===== config.mk =====
export PLATFORM = sky130hd
export DESIGN_NAME = insn_mem_port
export DESIGN_NICKNAME = d
export VERILOG_FILES = /design/src/rtl/insn_mem_port.sv
export SDC_FILE = /design/constraint.sdc
export NUM_CORES = 1
export LEC_CHECK = 0
export ABC_AREA = 1
export BUFFER_PORTS_ARGS = -buffer_cell sky130_fd_sc_hd__buf_2
export CAP_MARGIN = 30
export CORE_ASPECT_RATIO = 0.75
export CORE_MARGIN = 4
export CORE_UTILIZATION = 50
export CTS_CLUSTER_DIAMETER = 50
export DETAILED_ROUTE_END_ITERATION = 12
export GPL_TIMING_DRIVEN = 0
export HOLD_SLACK_MARGIN = 0.02
export PLACE_DENSITY = 0.84
export RECOVER_POWER = 100
export SETUP_SLACK_MARGIN = 0.4
export SYNTH_ARGS = -nofsm -noshare
export SYNTH_HDL_FRONTEND = slang
export SYNTH_SLANG_ARGS = --single-unit

===== constraint.sdc =====
create_clock -name clk -period 10.3 [get_ports clk]
set_input_delay 2.06 -clock clk [delete_from_list [all_inputs] [get_ports clk]]
set_output_delay 2.06 -clock clk [all_outputs]
set_load 0.02 [all_outputs]

===== src/rtl/insn_mem_port.sv =====
// -----------------------------------------------------------------------------
// insn_mem_port
//
// Responder end of the L1 instruction-cache line-fill bus. Each 64-bit qword
// request from the cache is serviced with two 32-bit reads of the word-wide
// instruction memory (even word first, then odd word). The two words are
// assembled little-endian and returned with a one-cycle ready pulse. A one-entry
// last-line buffer answers a repeated qword address without touching memory.
//
// Ports
//   clk                 in   clock, all state on the rising edge
//   rst_n               in   asynchronous reset, ACTIVE HIGH despite the name
//   insn_start          in   cache request, held until insn_ready
//   insn_addr   [27:0]  in   qword address
//   insn_ready          out  one-cycle pulse, insn_data_rd valid
//   insn_data_rd[63:0]  out  returned qword (zero outside the ready cycle)
//   flush               in   invalidates the last-line buffer
//   mem_read            out  word read request, held until accepted
//   mem_addr    [28:0]  out  word address {qaddr, beat}
//   mem_waitrequest     in   1 = read not accepted this cycle
//   mem_readdata[31:0]  in   read data
//   mem_readdata_valid  in   read data valid (accept cycle or later)
//   cnt_hit     [15:0]  out  buffer-hit count, saturating
//   cnt_miss    [15:0]  out  miss count, saturating
//
// Parameter
//   BUF_EN              1 enables the last-line buffer, 0 = every request misses
// -----------------------------------------------------------------------------
module insn_mem_port #(
   parameter bit BUF_EN = 1'b1
) (
   input  logic        clk,
   input  logic        rst_n,
   input  logic        insn_start,
   input  logic [27:0] insn_addr,
   output logic        insn_ready,
   output logic [63:0] insn_data_rd,
   input  logic        flush,
   output logic        mem_read,
   output logic [28:0] mem_addr,
   input  logic        mem_waitrequest,
   input  logic [31:0] mem_readdata,
   input  logic        mem_readdata_valid,
   output logic [15:0] cnt_hit,
   output logic [15:0] cnt_miss
);

   typedef enum logic [2:0] {
      S_IDLE  = 3'd0,
      S_REQ0  = 3'd1,
      S_WAIT0 = 3'd2,
      S_REQ1  = 3'd3,
      S_WAIT1 = 3'd4,
      S_RESP  = 3'd5
   } state_e;

   // Saturating 16-bit increment used by both statistics counters.
   function automatic logic [15:0] sat_inc(input logic [15:0] v);
      logic [15:0] r;
      if (v == 16'hFFFF) begin
         r = v;
      end else begin
         r = v + 16'd1;
      end
      return r;
   endfunction

   state_e      state_q, state_d;
   logic [27:0] qaddr_q, qaddr_d;
   logic [31:0] lo_q, lo_d;
   logic        miss_q, miss_d;
   logic        flush_seen_q, flush_seen_d;
   logic        buf_valid_q, buf_valid_d;
   logic [27:0] buf_addr_q, buf_addr_d;
   logic [63:0] buf_data_q, buf_data_d;
   logic [15:0] cnt_hit_q, cnt_hit_d;
   logic [15:0] cnt_miss_q, cnt_miss_d;
   logic        insn_ready_q, insn_ready_d;
   logic [63:0] insn_data_q, insn_data_d;
   logic        mem_read_q, mem_read_d;
   logic [28:0] mem_addr_q, mem_addr_d;

   logic        hit_s;
   logic [63:0] qword_s;
   logic        beat_s;

   // Next-state, datapath and registered-output decode.
   always_comb begin
      state_d      = state_q;
      qaddr_d      = qaddr_q;
      lo_d         = lo_q;
      miss_d       = miss_q;
      // A flush anywhere in a transaction blocks that transaction's buffer fill.
      flush_seen_d = flush_seen_q | flush;
      buf_valid_d  = buf_valid_q & ~flush;
      buf_addr_d   = buf_addr_q;
      buf_data_d   = buf_data_q;
      cnt_hit_d    = cnt_hit_q;
      cnt_miss_d   = cnt_miss_q;
      hit_s        = 1'b0;
      qword_s      = 64'h0;

      case (state_q)
         S_IDLE: begin
            flush_seen_d = flush;
            if (insn_start) begin
               qaddr_d = insn_addr;
               // A flush in the request cycle turns a would-be hit into a miss.
               hit_s = (BUF_EN == 1'b1) && buf_valid_q &&
                       (buf_addr_q == insn_addr) && !flush;
               if (hit_s) begin
                  state_d   = S_RESP;
                  miss_d    = 1'b0;
                  qword_s   = buf_data_q;
                  cnt_hit_d = sat_inc(cnt_hit_q);
               end else begin
                  state_d    = S_REQ0;
                  miss_d     = 1'b1;
                  cnt_miss_d = sat_inc(cnt_miss_q);
               end
            end else begin
               state_d = S_IDLE;
            end
         end

         S_REQ0: begin
            if (!mem_waitrequest) begin
               if (mem_readdata_valid) begin
                  lo_d    = mem_readdata;
                  state_d = S_REQ1;
               end else begin
                  state_d = S_WAIT0;
               end
            end else begin
               state_d = S_REQ0;
            end
         end

         S_WAIT0: begin
            if (mem_readdata_valid) begin
               lo_d    = mem_readdata;
               state_d = S_REQ1;
            end else begin
               state_d = S_WAIT0;
            end
         end

         S_REQ1: begin
            if (!mem_waitrequest) begin
               if (mem_readdata_valid) begin
                  qword_s = {mem_readdata, lo_q};
                  state_d = S_RESP;
               end else begin
                  state_d = S_WAIT1;
               end
            end else begin
               state_d = S_REQ1;
            end
         end

         S_WAIT1: begin
            if (mem_readdata_valid) begin
               qword_s = {mem_readdata, lo_q};
               state_d = S_RESP;
            end else begin
               state_d = S_WAIT1;
            end
         end

         S_RESP: begin
            state_d = S_IDLE;
            // The returned qword still sits in insn_data_q during RESP.
            if ((BUF_EN == 1'b1) && miss_q && !flush_seen_q && !flush) begin
               buf_valid_d = 1'b1;
               buf_addr_d  = qaddr_q;
               buf_data_d  = insn_data_q;
            end else begin
               buf_valid_d = buf_valid_q & ~flush;
            end
         end

         default: begin
            state_d = S_IDLE;
         end
      endcase

      // Outputs are registered from the next state so they never depend
      // combinationally on inputs.
      beat_s       = (state_d == S_REQ1) || (state_d == S_WAIT1);
      insn_ready_d = (state_d == S_RESP);
      insn_data_d  = (state_d == S_RESP) ? qword_s : 64'h0;
      mem_read_d   = (state_d == S_REQ0) || (state_d == S_REQ1);
      mem_addr_d   = {qaddr_d, beat_s};
   end

   // State and output registers; reset aborts any transaction in flight.
   always_ff @(posedge clk or posedge rst_n) begin
      if (rst_n) begin
         state_q      <= S_IDLE;
         qaddr_q      <= 28'h0;
         lo_q         <= 32'h0;
         miss_q       <= 1'b0;
         flush_seen_q <= 1'b0;
         buf_valid_q  <= 1'b0;
         buf_addr_q   <= 28'h0;
         buf_data_q   <= 64'h0;
         cnt_hit_q    <= 16'h0;
         cnt_miss_q   <= 16'h0;
         insn_ready_q <= 1'b0;
         insn_data_q  <= 64'h0;
         mem_read_q   <= 1'b0;
         mem_addr_q   <= 29'h0;
      end else begin
         state_q      <= state_d;
         qaddr_q      <= qaddr_d;
         lo_q         <= lo_d;
         miss_q       <= miss_d;
         flush_seen_q <= flush_seen_d;
         buf_valid_q  <= buf_valid_d;
         buf_addr_q   <= buf_addr_d;
         buf_data_q   <= buf_data_d;
         cnt_hit_q    <= cnt_hit_d;
         cnt_miss_q   <= cnt_miss_d;
         insn_ready_q <= insn_ready_d;
         insn_data_q  <= insn_data_d;
         mem_read_q   <= mem_read_d;
         mem_addr_q   <= mem_addr_d;
      end
   end

   assign insn_ready   = insn_ready_q;
   assign insn_data_rd = insn_data_q;
   assign mem_read     = mem_read_q;
   assign mem_addr     = mem_addr_q;
   assign cnt_hit      = cnt_hit_q;
   assign cnt_miss     = cnt_miss_q;

endmodule


# Word level (Yosys, flattened, before mapping)
# Cells that the tools add are included.
[classes]
add_sub_neg = 2
n_eq_ne = 13
muxes = 22
bitwise = 6
reduce_logical = 15
[op_table]
columns = ["operator", "n"]
rows = [
  ["$mux W64", 5],
  ["$pmux W64 S3", 1],
  ["$mux W32", 2],
  ["$pmux W32 S2", 1],
  ["$mux W28", 2],
  ["$add A16 B1 Y16 const B", 2],
  ["$eq A16 B16 Y1 const B", 2],
  ["$eq A28 B28 Y1", 1],
  ["$pmux W3 S5", 1],
  ["$eq A3 B3 Y1 const B", 4],
  ["$eq A3 B2 Y1 const B", 3],
  ["$mux W3", 3],
  ["$reduce_and A4 Y1", 2],
  ["$eq A3 B1 Y1 const B", 2],
  ["$mux W1", 6],
  ["$reduce_and A2 Y1", 3],
  ["$logic_and A1 B1 Y1", 4],
  ["$not A1 Y1", 4],
  ["$logic_not A3 Y1", 1],
  ["$logic_not A1 Y1", 2],
  ["$logic_or A1 B1 Y1", 2],
  ["$mux W2", 1],
  ["$ne A2 B2 Y1 const B", 1],
  ["$reduce_bool A2 Y1", 1],
  ["2 further kinds", 2],
]
[word_totals]
register_bits = 285
inputBits = 66
output_inout_bits = 127
elab_cells = 72

# Logic depth before layout (Yosys ltp)
# Gate-level depths: netlist (run 1).
[logic_depth]
word_depth = 8
depth_mapped = 14
depth_no_buf = 13

# Worst setup path after synthesis (run 1)
# OpenSTA, ideal clock, no wires.
[synth_timing]
path_kind = "input to register"
startpoint = "input port insn_addr[17]"
endpoint = "register cnt_hit_q[6], in the netlist cnt_hit[6]"
setup_ns = 0.117
arrival_ns = 3.106
t_required_ns = 10.183
setup_slack_ns = 7.077
path_stages = 11
n_path_buf = 1
path_cell_list = "xnor2_1 > nand2_1 > nor2_1 > nand2_1 > nor2_4 > nand3_4 > nor2_4 > buf_6 > nand2_1 > nand2_1 > nand2_1"
[synth_between]
elab_chain_len = 4
[synth_rtl]
columns = ["element", "line", "rtl"]
rows = [
  ["start: declaration", "35", "input logic [27:0] insn_addr,"],
  ["$eq A28 B28 Y1", "110", "(buf_addr_q == insn_addr) && !flush;"],
  ["$logic_and A1 B1 Y1", "109", "hit_s = (BUF_EN == 1'b1) && buf_valid_q &&"],
  ["$logic_and A1 B1 Y1", "110", ""],
  ["$reduce_and A4 Y1 (no source line)", "n/a", ""],
  ["end signal: assignment", "222", "cnt_hit_q <= cnt_hit_d;"],
  ["end: declaration", "76", "logic [15:0] cnt_hit_q, cnt_hit_d;"],
]
# Every way passes these cells.
# A chain may end at the register's enable or synchronous reset.

# Worst setup path in the final report (run 1)
[layout_timing]
startpoint = "input port insn_addr[4]"
endpoint = "register insn_data_q[19], in the netlist insn_data_rd[19]"
[layout_between]
elab_chain_len = 8
elab_cells_between_ends = 11
cone_classes = "eq/ne: 2; mux: 7; reduce/logical: 2"
[layout_rtl]
columns = ["element", "line", "rtl"]
rows = [
  ["$eq A28 B28 Y1 (*)", "110", ""],
  ["$logic_and A1 B1 Y1 (*)", "109", ""],
  ["$logic_and A1 B1 Y1 (*)", "110", ""],
  ["$mux W3", "111", "if (hit_s) begin"],
  ["$mux W3", "106", "if (insn_start) begin"],
  ["$pmux W3 S5", "103", "case (state_q)"],
  ["$eq A3 B3 Y1", "191", "insn_data_d = (state_d == S_RESP) ? qword_s : 64'h0;"],
  ["$mux W64 (*)", "191", ""],
  ["net insn_data_d[19]", "79", "logic [63:0] insn_data_q, insn_data_d;"],
  ["end signal: assignment", "225", "insn_data_q <= insn_data_d;"],
  ["end: declaration", "79", ""],
]
# Mark *: on every way through the listed nets, which the timed path passes. The rest lies on a longest branch.

==> results of run 1 <==
kinds of logic (layout without fill, tap and decap cells):
group	after synthesis	in the layout	share of synthesized area, %
xor+xnor	29	29	2.29
compound gates	233	233	13.0
buf+inv	263	506	9.30
simple gates	492	492	17.8
mux	10	10	0.988
other cells	0	1	0
fa+ha+maj	2	2	0.220
flops	257	257	56.4
path summary, 6_finish.rpt:
path	start	endpoint	slack (ns)	cells past startpoint
max	insn_addr[4]	insn_data_rd[19]	6.39	13
min	buf_data_q[63]	insn_data_rd[63]	0.48	2
max reg2reg	buf_addr_q[4]	insn_data_rd[19]	7.63	12
min reg2reg	buf_data_q[63]	insn_data_rd[63]	0.48	2
max in group asynchronous	rst_n	cnt_miss[10]	6.47	4
min in group asynchronous	rst_n	insn_data_rd[8]	2.11	2
state kept, by name, indices dropped and copies added (netlist names):
register and cells:
insn_data_rd 64, flush_seen_q 1, state_q 3, mem_read 1, miss_q 1, cnt_hit 16, mem_addr 29, buf_valid_q 1
lo_q 32, buf_data_q 64, cnt_miss 16, buf_addr_q 28, insn_ready 1
stage by stage:
step           setup TNS, ns  total power, uW  util, %  setup slack [ns]  cell area (sq um)
6_report                   0             3330     60.3              6.39              13400
5_1_grt                    0             3530     60.3              6.03              13400
4_1_cts                    0             3380     61.6              6.95              13700
3_5_place_dp               0             2370     57.5              6.41              12800
3_3_place_gp         -358.85             2320     57.2             -1.42              12700
2_1_floorplan              0             2060        -              1.17              11400
cell type report:
class | instances | area, sq um
Antenna cell | 1 | 2.50
Buffer | 56 | 226
Clock buffer | 38 | 777
Clock inverter | 12 | 140
Fill cell | 1937 | 8830
Inverter | 207 | 778
Multi-Input combinational cell | 766 | 3840
Sequential cell | 257 | 6430
Tap cell | 294 | 368
Timing Repair Buffer | 193 | 841
worst reg2reg max path: cells and delay by family, from the launching register on:
| family | cells | cell delay [ns] |
|---|---|---|
| compound gates | 1 | 0.20 |
| buf+inv | 4 | 1.27 |
| flops | 1 | 0.38 |
| simple gates | 7 | 0.66 |
metal layers:
metal  vias to the layer above  global-route usage, %  wire, um
li1                       4520                      -         -
met1                      4646                   35.7     13700
met2                       415                   36.4     13700
met5                         -                      0         0
met4                         0                   6.36       854
met3                        73                   4.61      2600
power groups by stage:
stage               combinational (uW)  clock [uW]  sequential (uW)
finish                             878        1000             1450
global route                       982        1060             1490
CTS                                918        1020             1450
detailed placement                 909           0             1460
global placement                   867           0             1450
floorplan                          517           0             1540
layout by cell type (no fill, tap or decap), drive strengths merged, types with 4 or more instances in the layout:
| cell | count |
|---|---|
| a21oi | 79 |
| buf | 66 |
| clkbuf | 221 |
| clkinv | 4 |
| dfrtp | 257 |
| inv | 211 |
| mux2 | 10 |
| nand2 | 301 |
| nand3 | 27 |
| nand3b | 4 |
| nand4 | 10 |
| nor2 | 132 |
| nor3 | 13 |
| nor4 | 4 |
| o21ai | 93 |
| o22ai | 23 |
| o32ai | 31 |
| xnor2 | 15 |
| xor2 | 14 |
==> results list, run 1 <==
* Delay of the slowest cell on the worst path: around 0.65 ns
- Ranked by total cell area, the synthesized netlist is headed by sky130_fd_sc_hd__dfrtp_1 (56%), sky130_fd_sc_hd__nand2_1 (9.9%), sky130_fd_sc_hd__inv_1 (6.7%).
- Total net switching power: approximately 1200 uW
- Root buf cell: sky130_fd_sc_hd__clkbuf_16
- After synthesis, the netlist uses 37 different library cells.
- Sorting the synthesized cells by how often they occur yields sky130_fd_sc_hd__nand2_1 (301), sky130_fd_sc_hd__dfrtp_1 (257), sky130_fd_sc_hd__inv_1 (203).
* Leakage component of the power: roughly 0.0069 uW
- Yosys synthesis warning count: 0
* Power Density: ~250 nW/um^2
- STA puts the critical path data arrival time at around 4.3 ns.
- The run finished, with violations left.
* Total core area: around 22000 sq um
- During I/O placement, the number of pins put on the boundary was 193.
- Compared with the post-synthesis result, the final layout area differs by 17.6%.
- Min-Delay Path Class: reg -> reg
* Slowest cell on the critical path: sky130_fd_sc_hd__clkbuf_1
- Measured along the x axis, the die boundary spans about 180 um.
- The tool flagged a number of max-cap violations equal to 1.
* Net switching fraction of the power: a little over a third
- Setup violations remaining at the end of the flow were counted as 0.
- Layout Nets: 1576
* Synthesized area: between 10000 and 15000 sq um
- In the global route stage, overall resource usage came out at between 20% and 30%.
* Count of standard-cell rows: between 40 and 50
- The number of slew-limit violations in the final report was between 40 and 50.
* HPWL after DPL: around 22 mm
- Mean instance size in the synthesized netlist: between 8 and 9 sq um
* Violations in the final reports: max-capacitance violations, max-slew violations
- The most used flip-flop cell after synthesis is sky130_fd_sc_hd__dfrtp_1.
- The final critical path takes up 38.0% of the cycle.
- Most frequently used cell type in the post-synthesis netlist: sky130_fd_sc_hd__nand2_1
* CP endpoint kind: flop
- Sequential group share of total power: between 40% and 50%
- The finished layout holds ~1800 standard cells, fillers aside.
- Worst setup path class: in -> reg
- Post-CTS timing repair inserted 0 buffers for setup.
- Total internal power: around 2100 uW
* Async set-or-reset flop fraction in the synthesized netlist: between 90% and 100%
- The first global-routing pass estimated between 40 and 50 mm of wire.
- Clock tree from TritonCTS: done
- Number of buffers created by CTS: 27
* Number of sinks driven by the clock tree: ~260
* Required time of the worst setup path: 10.66 ns
- Number of register bits inferred by synthesis: between 200 and 300
- Peak Freq: 256 MHz
- The worst-case IR drop observed on VDD is roughly 140 uV.
- The clock period could shrink to between 3 and 4 ns.
* Transition at the pin with the smallest max-transition slack: roughly 2.2 ns
- Antenna violations before repair: 0
- Proportion of synthesized chip area in sequential cells: about 56%
* Largest driver fanout on the critical path: 10
* DRT iter0 DRCs: 846
- In this run, post-CTS hold repair placed 0 buffers.
* Number of hold-slack violations in the final timing report: 0
- Fraction of layout cells with a size suffix above 1: between 10% and 20%
- Critical Path Most Common Cell: sky130_fd_sc_hd__nand2_1
- Hold is met by around 0.48 ns.
- The later pin in the worst-skew pair is clocked with a latency of roughly 0.54 ns.
* Area share of the leading cell type in the synthesized netlist: a little under three fifths
- Dividing the detail-routed wire length by the instance count gives approximately 17 um.
- Entering global routing, the biggest net connects 110 pins.
- Sequence of cells on the critical path: clkbuf_1, inv_1, nand2_1, nand2_1, nor2_1, nand2_1, nor2_1, nand2_1, inv_1, nand3_1, clkbuf_1, clkbuf_1, o22ai_1
- Cells resized by post-CTS repair: 0
- Synthesis produced a netlist whose cell count is roughly 1300.
- The floorplan step defined a die boundary enclosing 25300 sq um.
- Vertical die dimension: ~140 um
- The clock passes through at most 3 buffers.
* Crit path buf inv count: 5
* Antenna-violating nets left: 0
- Synthesis produced a netlist with a net count of 1354.
* Family with the most delay on the worst path: buffers and inverters
* CP Launch Type: input pin
- Global routing finished with a remaining overflow of 0.
- The count of buffers added on input and output ports is 191.
- Relative slew margins: -48.4%
- Clk_skew: ~0.016 ns
- At the end of routability-driven placement, the weighted congestion stood at 0.947.
* Average vias per placed instance: roughly 5.3
* CTS clk-pin slew, worst paths: around 0.06 ns
- Total length of routed wires: around 31 mm
* Unrepaired setup endpoints after global routing: false
- In this run, placement finished with an instance count of approximately 1800.
- The share of total power dissipated in combinational logic is a little over a quarter.
* EDFF count, synth: 0
- After detailed routing, the number of remaining DRC violations is 0.
* Vias in the first global route: about 9600
* Portion of total power attributed to the clock network: a little under a third
- Initial standard-cell utilization of the core: between 50% and 60%
- Post-synth top area cell: sky130_fd_sc_hd__dfrtp_1
- The first TritonRoute pass finished after 5 iterations.
- Total number of H-tree levels: 1
- The routed layout has 9654 vias.
No activity file was read; power rests on OpenSTA's default activity.
==> run 2: changes to the inputs <==
--- a/config.mk
+++ b/config.mk
@@ -15,7 +15,7 @@
 export DETAILED_ROUTE_END_ITERATION = 12
 export GPL_TIMING_DRIVEN = 0
 export HOLD_SLACK_MARGIN = 0.02
-export PLACE_DENSITY = 0.84
+export PLACE_DENSITY = 0.87
 export RECOVER_POWER = 100
 export SETUP_SLACK_MARGIN = 0.4
 export SYNTH_ARGS = -nofsm -noshare
==> constraint.sdc (replaced) <==
create_clock -name clk -period 3.54 [get_ports clk]
set_input_delay 0.708 -clock clk [delete_from_list [all_inputs] [get_ports clk]]
set_output_delay 0.708 -clock clk [all_outputs]
set_load 0.02 [all_outputs]
==> run 2 against run 1 <==
  * Setup slack got worse by 5.5 ns
  * The flow still finishes with violations (max-capacitance violations, max-slew violations)
  * Sequential power increased to 2.9 times the previous value
  * Die area did not move
  * Non-clock buffer count rose by 4
  * Sequential share of layout area increased by 0.058 points
==> results list, run 2 (same netlist as run 1, synthesis figures left out) <==
- Between clock sinks in the finished design, the worst skew comes to ~0.021 ns.
- Detailed routing inserted a total of 9703 vias.
- The die covers ~25000 sq um.
* Area overhead of the layout relative to synthesis: 17.4%
- CTS clk-pin slew, worst paths: 0.06 ns
- Unrepaired setup endpoints after global routing: false
* Total number of H-tree levels: 1
- In the final design database the tool counted about 1600 nets.
- Headroom to the max-slew limit came out at -25.3%.
- Sequential cells account for 44.2% of the total power.
- The layout has ~1900 filler cells.
- FF/Latch Area: 6430 sq um
* Family with the most delay on the worst path: simple AND/OR/NAND/NOR gates
- Of the total power, combinational logic draws roughly a quarter.
- For this run, the slowest stage of the critical path takes about 0.46 ns.
* Min-Delay Path Class: in -> reg
- The floorplan has 47 rows.
- Root buf cell: sky130_fd_sc_hd__clkbuf_16
- Transition at the pin with the smallest max-transition slack: 1.87 ns
- The first detailed-routing pass took 5 iterations.
- Dividing the detail-routed wire length by the instance count gives roughly 17 um.
* Cells resized by post-CTS repair: 0
* Final routed DRC violation total: 0
- The tool flagged a number of max-cap violations equal to 1.
- Worst EP arrival: 3.12 ns
- Clock period minus final worst setup slack: 2.69 ns
- From left edge to right edge, the die measures between 150 and 200 um.
- Number of buffers created by CTS: 26
- DRT iter0 DRCs: slightly above 1000
- Buffers added on ports: between 150 and 200
* Slowest cell on the critical path: sky130_fd_sc_hd__nor2_1
- Before CTS, the worst setup slack after placement is ~1.1 ns.
* Average vias per placed instance: ~5.3
- The number of slew-limit violations in the final report was 40.
- The clock network is responsible for about 30% of the overall power.
- Combined area of the multi-input logic cells: ~3700 sq um
- The count of nets left with antenna violations once routing finished came out at 0.
- STA classifies the critical path endpoint as a flop.
- After layout, the worst setup slack is around 0.85 ns.
- Total core area: roughly 22000 sq um
- Hold repair after CTS inserted 0 buffers.
- For this configuration, the core starts out at a cell density of slightly above 50%.
- Status: finished with violations
* Total length of routed wires: 30.9 mm
* Vertical die dimension: 139 um
* Leakage component of the power: 0.00695 uW
* Required time of the worst setup path: slightly below 4 ns
* Pin count of the biggest net entering global routing: 44
- The internal power of the cells totals approximately 6300 uW.
- CTS saw around 260 sinks.
- Number of hold-slack violations in the final timing report: 0
* Sequence of cells on the critical path: inv_1, nand2_1, nor2_1, nand2_1, inv_1, nand3_1, nor2_1, buf_6, xor2_1
- The via count of the first global-routing pass is ~9600.
- 0 antenna diodes ended up in the layout.
* Antenna violations before repair: 1
- Setup violations remaining at the end of the flow were counted as 0.
* Net switching fraction of the power: approximately a third
- The clock passes through at most 3 buffers.
* Remaining global-route overflow: 0
- TritonCTS built the clock tree.
* GPL Wtd Cong: 0.956
* Power Density: 717 nW/um^2
* Total net switching power: around 3300 uW
* Overall routing resource usage: 24.2%
- Of the available clock period, the critical path in the final layout requires roughly 76%.
- The first global-routing pass estimated 50.2 mm of wire.
- HPWL after DPL: around 23 mm
- Peak Freq: between 300 and 400 MHz
- Most frequent cells in the layout: sky130_fd_sc_hd__nand2_1 (301), sky130_fd_sc_hd__dfrtp_1 (257), sky130_fd_sc_hd__inv_1 (204)
* Fraction of layout cells with a size suffix above 1: about a tenth
* Worst setup path class: reg -> reg
- The later pin in the worst-skew pair is clocked with a latency of 0.53 ns.
* Most common cell after layout, fill and taps aside: sky130_fd_sc_hd__nand2_1
- Along the worst path, the maximum fanout reaches 10.
- VDD sags by at most 481 uV.
* Buffers inserted by post-CTS timing repair: 0
- Crit path buf inv count: 3
* Io pins: 193
- The worst setup path is launched from a flop.
- Violations in the final reports: max-capacitance violations, max-slew violations
* Total Neg Setup Slack: 0 ns
[run 2: cell types whose count changed in the layout (fill, tap and decap cells not counted), sizes merged]
cell and change:
buf +17, clkbuf -11, clkinvlp -1, inv -5, clkinv -1, diode -1
[run 2: final timing paths]
kind | from | endpoint | slack, ns | cells after the start
hold reg to reg | buf_data_q[63] | insn_data_rd[63] | 0.48 | 2
setup reg to reg | state_q[1] | cnt_hit[0] | 0.85 | 9
hold / removal | insn_addr[14] | mem_addr[15] | 0.44 | 3
setup / recovery | state_q[1] | cnt_hit[0] | 0.85 | 9
min in group asynchronous | rst_n | buf_addr_q[8] | 0.64 | 2
max in group asynchronous | rst_n | insn_data_rd[25] | 1.12 | 4
[run 2: through the flow]
step	instance area [sq um]	hold slack, ns	power [uW]	cells	util, %
6_report	13400	0.441	9600	1822	60.2
5_1_grt	13400	0.448	10200	1822	60.2
4_1_cts	13800	0.372	9800	1822	61.9
3_5_place_dp	12800	0.467	6920	1777	57.8
3_3_place_gp	12700	0.456	6750	1771	57.2
2_1_floorplan	11400	0.446	5990	1286	-
[run 2: power by group through the flow]
stage	logic (uW)	clock network, uW	registers [uW]
6_report	2510	2850	4240
5_1_grt	2830	3010	4330
4_1_cts	2680	2890	4230
3_5_place_dp	2650	0	4260
3_3_place_gp	2520	0	4230
2_1_floorplan	1510	0	4490
[run 2: final cells by class]
type                            instances  area share [%]
Buffer                                 56            1.97
Clock buffer                           40            6.08
Clock inverter                          5           0.701
Inverter                              207            5.81
Multi-Input combinational cell        766            27.9
Sequential cell                       257            48.1
Tap cell                              294            2.75
Timing Repair Buffer                  197            6.74
[run 2: metal layers]
layer | GRT usage, % | vias up | routed length [um]
li1 | - | 4512 | -
met1 | 34.9 | 4706 | 13300
met2 | 38.0 | 436 | 14100
met3 | 5.14 | 47 | 2850
met4 | 5.84 | 2 | 668
met5 | 0 | - | 13
[run 2: worst reg2reg max path, cell delays in order, from the launching register on]
cell and delay [ns]:
sky130_fd_sc_hd__dfrtp_1 0.40, sky130_fd_sc_hd__inv_1 0.12, sky130_fd_sc_hd__nand2_1 0.08, sky130_fd_sc_hd__nor2_1 0.39
sky130_fd_sc_hd__nand2_1 0.26, sky130_fd_sc_hd__inv_1 0.22, sky130_fd_sc_hd__nand3_1 0.25, sky130_fd_sc_hd__nor2_1 0.46
sky130_fd_sc_hd__buf_6 0.21, sky130_fd_sc_hd__xor2_1 0.20
